--- src/rtl/and8_serial_unit.sv ---
// Bit-serial bitwise AND engine with valid/ready handshakes, one result bit per clock LSB-first.
// Optional early exit when either operand runs out of ones: AND8_SERIAL_EARLY_EXIT_EN.
module and8_serial_unit #(
  parameter int unsigned WIDTH = 8
) (
  input  logic             clk,
  input  logic             rst_n,
  input  logic             in_valid,
  output logic             in_ready,
  input  logic [WIDTH-1:0] A,
  input  logic [WIDTH-1:0] B,
  output logic             out_valid,
  input  logic             out_ready,
  output logic [WIDTH-1:0] S,
  output logic             busy
);

  localparam int unsigned CntW = $clog2(WIDTH);

  typedef enum logic [1:0] {StIdle, StShift, StDone} state_e;

  state_e           state_q, state_d;
  logic [WIDTH-1:0] a_sh_q, a_sh_d;
  logic [WIDTH-1:0] b_sh_q, b_sh_d;
  logic [WIDTH-1:0] s_sh_q, s_sh_d;
  logic [WIDTH-1:0] s_q, s_d;
  logic [CntW-1:0]  cnt_q, cnt_d;
  logic             last_bit;

  always_comb begin
    state_d  = state_q;
    a_sh_d   = a_sh_q;
    b_sh_d   = b_sh_q;
    s_sh_d   = s_sh_q;
    s_d      = s_q;
    cnt_d    = cnt_q;
    last_bit = 1'b0;
    unique case (state_q)
      StIdle: begin
        if (in_valid) begin
          a_sh_d  = A;
          b_sh_d  = B;
          s_sh_d  = '0;
          cnt_d   = '0;
          state_d = StShift;
        end
      end
      StShift: begin
        // Result bits enter at the MSB, so after WIDTH shifts bit i sits at position i.
        s_sh_d   = {a_sh_q[0] & b_sh_q[0], s_sh_q[WIDTH-1:1]};
        a_sh_d   = a_sh_q >> 1;
        b_sh_d   = b_sh_q >> 1;
        cnt_d    = cnt_q + 1'b1;
        last_bit = (cnt_q == CntW'(WIDTH - 1));
`ifdef AND8_SERIAL_EARLY_EXIT_EN
        if (last_bit || (a_sh_d == '0) || (b_sh_d == '0)) begin
          state_d = StDone;
          // Only cnt_q+1 bits were shifted in; right-align them, upper bits become zero.
          s_d     = s_sh_d >> (CntW'(WIDTH - 1) - cnt_q);
        end
`else
        if (last_bit) begin
          state_d = StDone;
          s_d     = s_sh_d;
        end
`endif
      end
      StDone: begin
        if (out_ready) state_d = StIdle;
      end
      default: state_d = StIdle;
    endcase
  end

  always_ff @(posedge clk) begin
    if (!rst_n) begin
      state_q <= StIdle;
      a_sh_q  <= '0;
      b_sh_q  <= '0;
      s_sh_q  <= '0;
      s_q     <= '0;
      cnt_q   <= '0;
    end else begin
      state_q <= state_d;
      a_sh_q  <= a_sh_d;
      b_sh_q  <= b_sh_d;
      s_sh_q  <= s_sh_d;
      s_q     <= s_d;
      cnt_q   <= cnt_d;
    end
  end

  assign in_ready  = (state_q == StIdle);
  assign out_valid = (state_q == StDone);
  assign busy      = (state_q != StIdle);
  assign S         = s_q;

endmodule

--- config.mk ---
export PLATFORM = sky130hd
export DESIGN_NAME = and8_serial_unit
export DESIGN_NICKNAME = d
export VERILOG_FILES = /design/src/rtl/and8_serial_unit.sv
export SDC_FILE = /design/constraint.sdc
export NUM_CORES = 1
export LEC_CHECK = 0
export CAP_MARGIN = 25
export CORE_MARGIN = 2
export CORE_UTILIZATION = 50
export DETAILED_ROUTE_END_ITERATION = 12
export PLACE_DENSITY = 0.78
export REMOVE_ABC_BUFFERS = 1
export SETUP_SLACK_MARGIN = 0.5
export SLEW_MARGIN = 20
export SYNTH_ARGS = -nofsm -noshare
export SYNTH_HDL_FRONTEND = slang
export SYNTH_SLANG_ARGS = --single-unit
--- constraint.sdc ---
create_clock -name clk -period 1.5 [get_ports clk]
set_input_delay 0.3 -clock clk [delete_from_list [all_inputs] [get_ports clk]]
set_output_delay 0.3 -clock clk [all_outputs]
set_load 0.02 [all_outputs]
==> impl_metrics.yaml, run 1 <==
outcome:
  status: "finished, violations left"
  violations: "DRC"
critical_path:
  cpPeakStageDelay_ps: 440
  worstPathBufferInverterCount: 2
  r2r-end: "b_sh_q[1]$_SDFFE_PN0P_"
  path_cells: "buf_6, or3b_4, buf_8, o221ai_2, nor2_1"
  critPathKind: "reg2reg"
  r2r-start: "state_q[1]$_SDFFE_PN0P_"
  critical_path.top_delay_family: "simple AND/OR/NAND/NOR gates"
  start_kind: "register"
  cpMaxStageDelayCell: "or3b_4"
  cp_max_fo: 7
  cp.required_ps: 1760
  reg2reg_depth: 5
  cp.arrival_ps: 1730
  end_kind: "register"
  reg2reg_slack_ps: 30
clocking:
  ctsHoldBuffers: 0
  cts_tree: "yes"
  clockRootBuffer: "clkbuf_4"
  cts_buffers: 5
  clk_latency_ps: 370
  clk_pin_slew_ps: 120
  ctsHtreeMaxLevel: 2
  clock_sinks: 36
  clock_path_buffers: 2
power_and_ir_drop:
  p_per_area_nw_per_um2: 875
  power_switching_uw: 572
  p_leak_uw: 0.000940
  p_int_uw: 1570
  peakVddDrop_mv: 0.702
  p_seq_frac: 0.483
  p_sw_frac: 0.267
  combinationalPowerShare: 0.185
  power.share.clock: 0.333
global_route:
  grt_pass1_wl_microns: 6500
  grt_use_total: 0.256
  grt.overflow.total: 0
  grt_max_degree: 37
  grt_pass1_vias: 1453
  antenna_found_initial: 0
sta:
  layout_setup_ws_ps: 27.5
  slew_viol_final: 0
  clock_skew_ps: 12.2
  fmax_mhz: 679
  fin_crit_ps: 1470
  relSlewSlack: 0.804
  setup_tns_ps: 0
  period_share: 0.982
  rsz0062_at_grt: "yes"
  setup_violations: 0
  hold_viol: 0
  worst_slew_pin_slew_ps: 294
synth:
  ys_async_sr_fraction: 0
  avgSynthCellArea_sq_um: 9.69
  syn_inst: 156
  synth_most_common_cell: "dfxtp_1"
  netlist.area_leader.share: 0.477
  ys_seq_area_frac: 0.477
  synth_area_leaders: "dfxtp_1, o221ai_2, nor2_1"
  ys_ff_latch: 36
  synth_flop_cell: "dfxtp_1"
  netlist_area_sq_um: 1510
  synth_commonest_cells: "dfxtp_1, nor2_1, nor2b_1"
  synth_edf_count: 0
  yosys.area.top_type: "dfxtp_1"
  ys.warnings.count: 0
  ys_types: 26
final_layout:
  nets: 237
  antenna_cells: 0
  syn2layout_area_growth_pct: 62.1
  final_util: 0.873
  drive_above_1_share: 0.495
detailed_routing:
  viasPerCell: 5.97
  num_vias: 1475
  first_pass_iters: 8
  routed_wl_microns: 4770
  wl_per_cell_microns: 19.3
  drc: 1
  postRouteAntennaNets: 0
  drtIter0Drc: 87
place:
  gp_congestion: 0.726
  dpl.hpwl_microns: 2210
  port-buffer-count: 30
  dp_slack_ps: -234
die:
  rows: 19
  core_area_sq_um: 2810
  chipHeight_microns: 59.0
  ios: 31
  die_w_microns: 59.0
  die_area_sq_um: 3480
  initial_utilization: 0.539
hold_path:
  hold_depth: 2
  whs_endpoint: "S[3]$_SDFFE_PN0P_"
  min_from: "S[3]$_SDFFE_PN0P_"
  hold_class: "reg2reg"
flow_run:
  maxCapViolCount: 0
==> worst min-delay path, stage by stage (launching register included) <==
cell      delay [ps]
dfxtp_2          350
nand2_2           50
a21boi_1          50
==> worst max-delay path by stage <==
stage	from	to	depth (start not counted)
finish	state_q[1]$_SDFFE_PN0P_	b_sh_q[1]$_SDFFE_PN0P_	5
CTS	state_q[1]$_SDFFE_PN0P_	in_ready	3
global placement	in_valid	b_sh_q[0]$_SDFFE_PN0P_	5
global route	state_q[0]$_SDFFE_PN0P_	out_valid	3
detailed placement	in_valid	b_sh_q[1]$_SDFFE_PN0P_	5
floorplan	state_q[0]$_SDFFE_PN0P_	s_sh_q[7]$_SDFFE_PN0P_	3
==> power by group through the flow <==
stage / clock network (uW) / registers (uW) / logic, uW
detailed placement: 0 / 1050 / 264
CTS: 679 / 1030 / 354
finish: 713 / 1030 / 396
global placement: 0 / 1050 / 254
global route: 749 / 1040 / 415
floorplan: 0 / 1050 / 123
==> routing by layer <==
metal | part of all wire | GRT usage
met4 | 0.029 | 0.0779
met2 | 0.56 | 0.506
met1 | 0.35 | 0.246
met3 | 0.057 | 0.0808
met5 | 0 | 0
==> area by class of cell <==
type / count / area (sq um)
Clock inverter: 2 / 35.0
Tap cell: 31 / 38.8
Clock buffer: 6 / 41.3
Sequential cell: 36 / 736
Timing Repair Buffer: 65 / 707
Inverter: 2 / 7.51
Multi-Input combinational cell: 105 / 885
Fill cell: 129 / 355
==> sequential cells by signal, indices dropped and copies added (netlist names) <==
name / cells
s_sh_q: 7
cnt_q: 3
a_sh_q: 8
state_q: 2
S: 8
b_sh_q: 8
==> per-stage QoR <==
step,hold WS [ps],std cells,instance area [sq um],total power (uW)
after CTS,462,236,2310,2060
after global routing,491,247,2450,2200
final,475,247,2450,2140
after detailed placement,457,217,1900,1310
after floorplan,422,143,1440,1170
after global placement,448,217,1900,1300
==> cell families after synthesis <==
family                   count (synthesis)  share of synthesized area
AND/OR/NAND/NOR                         65                      0.208
buffers and inverters                   15                     0.0513
AO/OA/AOI/OAI                           36                      0.234
adder cells (fa/ha/maj)                  2                     0.0166
flip-flops                              36                      0.477
multiplexers                             2                     0.0132
==> placed cells by master, fill, tap and decap left out, types with 2 or more instances in the layout <==
cell type and n:
clkdlybuf4s50_1 19, clkbuf_4 5, mux2i_1 2, inv_2 2, a22oi_2 8, ha_4 2, nor3b_1 2, a22oi_1 2
buf_12 2, o221ai_2 13, nand2_2 7, dfxtp_2 12, nor2b_4 2, buf_4 18, nor2b_1 11, buf_6 21
dfxtp_1 24, a21boi_1 7, nor2_1 28, a21boi_2 2, nand3_1 7, buf_8 3
==> timing repair <==
item                       in CTS  in global routing
resized for setup             128                 17
gates cloned                    5                  0
pin swaps                      48                 15
buffers inserted                6                 11
setup endpoints to repair      47                 47
Power figures use the tool's default switching activity.
==> inputs of run 2 (changes only) <==
TNS_END_PERCENT = 1   (was not set)
==> run 2 against run 1 <==
  * The flow still finishes with violations (DRC)
  * Global-route usage down 5.0 points
  * Fmax up 5.8%
  * Clock skew down 8.7 ps
  * Routed wire length down 31%
  * Worst setup slack better by 81 ps
  * Total power down 6.9%
  * First-iteration DRC count down 63%
  * Critical path type unchanged
  * Largest cell class unchanged
  * Largest power group unchanged
==> impl_metrics.yaml, run 2 (same netlist as run 1, synthesis figures left out) <==
sta:
  slew_viol_final: 0
  fin_crit_ps: 1390
  period_share: 0.928
  layout_setup_ws_ps: 109
  setup_violations: 0
  rsz0062_at_grt: "yes"
  clock_skew_ps: 3.47
  relSlewSlack: 0.803
  worst_slew_pin_slew_ps: 295
  hold_viol: 0
  fmax_mhz: 719
final_layout:
  syn2layout_area_growth_pct: 37.6
  seqCellArea_sq_um: 722
  final_area_sq_um: 2080
  instances_no_fill: 229
  final_cell_mix: "dfxtp_1, nor2_1, clkdlybuf4s50_1"
  layout_commonest_cell: "dfxtp_1"
  nets: 219
  drive_above_1_share: 0.237
  fill_cells: 196
  antenna_cells: 0
  multi_input_area_sq_um: 757
outcome:
  violations: "DRC"
  status: "finished, violations left"
hold_path:
  hold_class: "reg2reg"
detailed_routing:
  num_vias: 1288
  drc: 1
  wl_per_cell_microns: 14.4
  drtIter0Drc: 32
  postRouteAntennaNets: 0
  first_pass_iters: 8
  viasPerCell: 5.62
  routed_wl_microns: 3310
power_and_ir_drop:
  p_seq_frac: 0.515
  peakVddDrop_mv: 0.665
  p_per_area_nw_per_um2: 960
  combinationalPowerShare: 0.152
  power.share.clock: 0.333
  p_leak_uw: 0.000802
  p_int_uw: 1510
  power_switching_uw: 483
  p_sw_frac: 0.242
die:
  chipHeight_microns: 59.0
  ios: 31
  die_area_sq_um: 3480
  core_area_sq_um: 2810
  rows: 19
  die_w_microns: 59.0
  initial_utilization: 0.539
critical_path:
  cp.required_ps: 1750
  critPathKind: "reg2reg"
  reg2reg_slack_ps: 110
  path_cells: "buf_6, or3b_4, buf_8, o221ai_2, nor2_1"
  start_kind: "register"
  cp_max_fo: 7
  cp.arrival_ps: 1640
  cpMaxStageDelayCell: "or3b_4"
  end_kind: "register"
  cpPeakStageDelay_ps: 440
place:
  dpl.hpwl_microns: 2210
  gp_congestion: 0.726
  port-buffer-count: 30
  dp_slack_ps: -234
  place_inst: 217
  placed_area_sq_um: 1900
global_route:
  use_met3: 0.0830
  grt.overflow.total: 0
  grt_use_total: 0.206
  met2_usage: 0.360
  antenna_found_initial: 0
  grt_pass1_vias: 1253
  grt_max_degree: 37
  grt_pass1_wl_microns: 5370
  busiest_layer: "met2"
  globalRouteMet1Util: 0.215
clocking:
  clk_latency_ps: 340
  clock_path_buffers: 2
  ctsHtreeMaxLevel: 2
  cts_buffers: 5
  clock_sinks: 36
  clockRootBuffer: "clkbuf_4"
  cts_tree: "yes"
  clk_pin_slew_ps: 100
flow_run:
  maxCapViolCount: 0
==> run 2: cell type report <==
| type | instances | area share |
|---|---|---|
| multi-input combinational | 105 | 0.364 |
| inverter | 2 | 0.00361 |
| clock inverter | 2 | 0.0168 |
| clock buffer | 6 | 0.0199 |
| timing repair buffer | 47 | 0.230 |
| tap | 31 | 0.0187 |
| sequential | 36 | 0.347 |
==> run 2: worst paths after layout <==
| path | cells after the start | endpoint | start |
|---|---|---|---|
| setup / recovery | 5 | b_sh_q[1]$_SDFFE_PN0P_ | state_q[1]$_SDFFE_PN0P_ |
| hold / removal | 2 | S[5]$_SDFFE_PN0P_ | S[5]$_SDFFE_PN0P_ |
| setup reg to reg | 5 | b_sh_q[1]$_SDFFE_PN0P_ | state_q[1]$_SDFFE_PN0P_ |
| hold reg to reg | 2 | S[5]$_SDFFE_PN0P_ | S[5]$_SDFFE_PN0P_ |
==> run 2: critical path: cells and delay by family (launching register included) <==
kind	cells	cell delay, ps
AO/OA/AOI/OAI	1	160
buffers and inverters	2	300
flip-flops	1	350
AND/OR/NAND/NOR	2	500
==> run 2: layer usage <==
metal / wire length, microns / up-vias
met5: 0 / -
met4: 89 / 0
met3: 174 / 12
met2: 1780 / 39
met1: 1270 / 601
li1: - / 636
==> run 2: repair_timing <==
item / in CTS / in global routing
gates cloned: 1 / 0
pin swaps: 3 / 6
hold buffers: 0 / 0
setup endpoints to repair: 47 / 47
setup buffers: 0 / 3
gates resized for setup: 37 / 3
==> run 2: power groups by stage <==
stage / Clock, uW / Combinational [uW] / Sequential (uW)
floorplan: 0 / 123 / 1050
detailed placement: 0 / 264 / 1050
finish: 664 / 303 / 1030
global placement: 0 / 254 / 1050
global route: 716 / 324 / 1040
CTS: 679 / 292 / 1030
==> run 2: through the flow <==
step	total power, uW	setup TNS (ps)	util	hold slack, ps
global placement	1300	-2430	0.678	448
floorplan	1170	0	-	422
finish	2000	0	0.741	465
global route	2080	0	0.741	491
CTS	2000	0	0.726	469
detailed placement	1310	-2910	0.678	457
==> inputs of run 3 (changes only) <==
CAP_MARGIN = not set   (was 25)
==> results of run 3 <==
The final DEF is identical to that of run 2; final timing and power are the same.
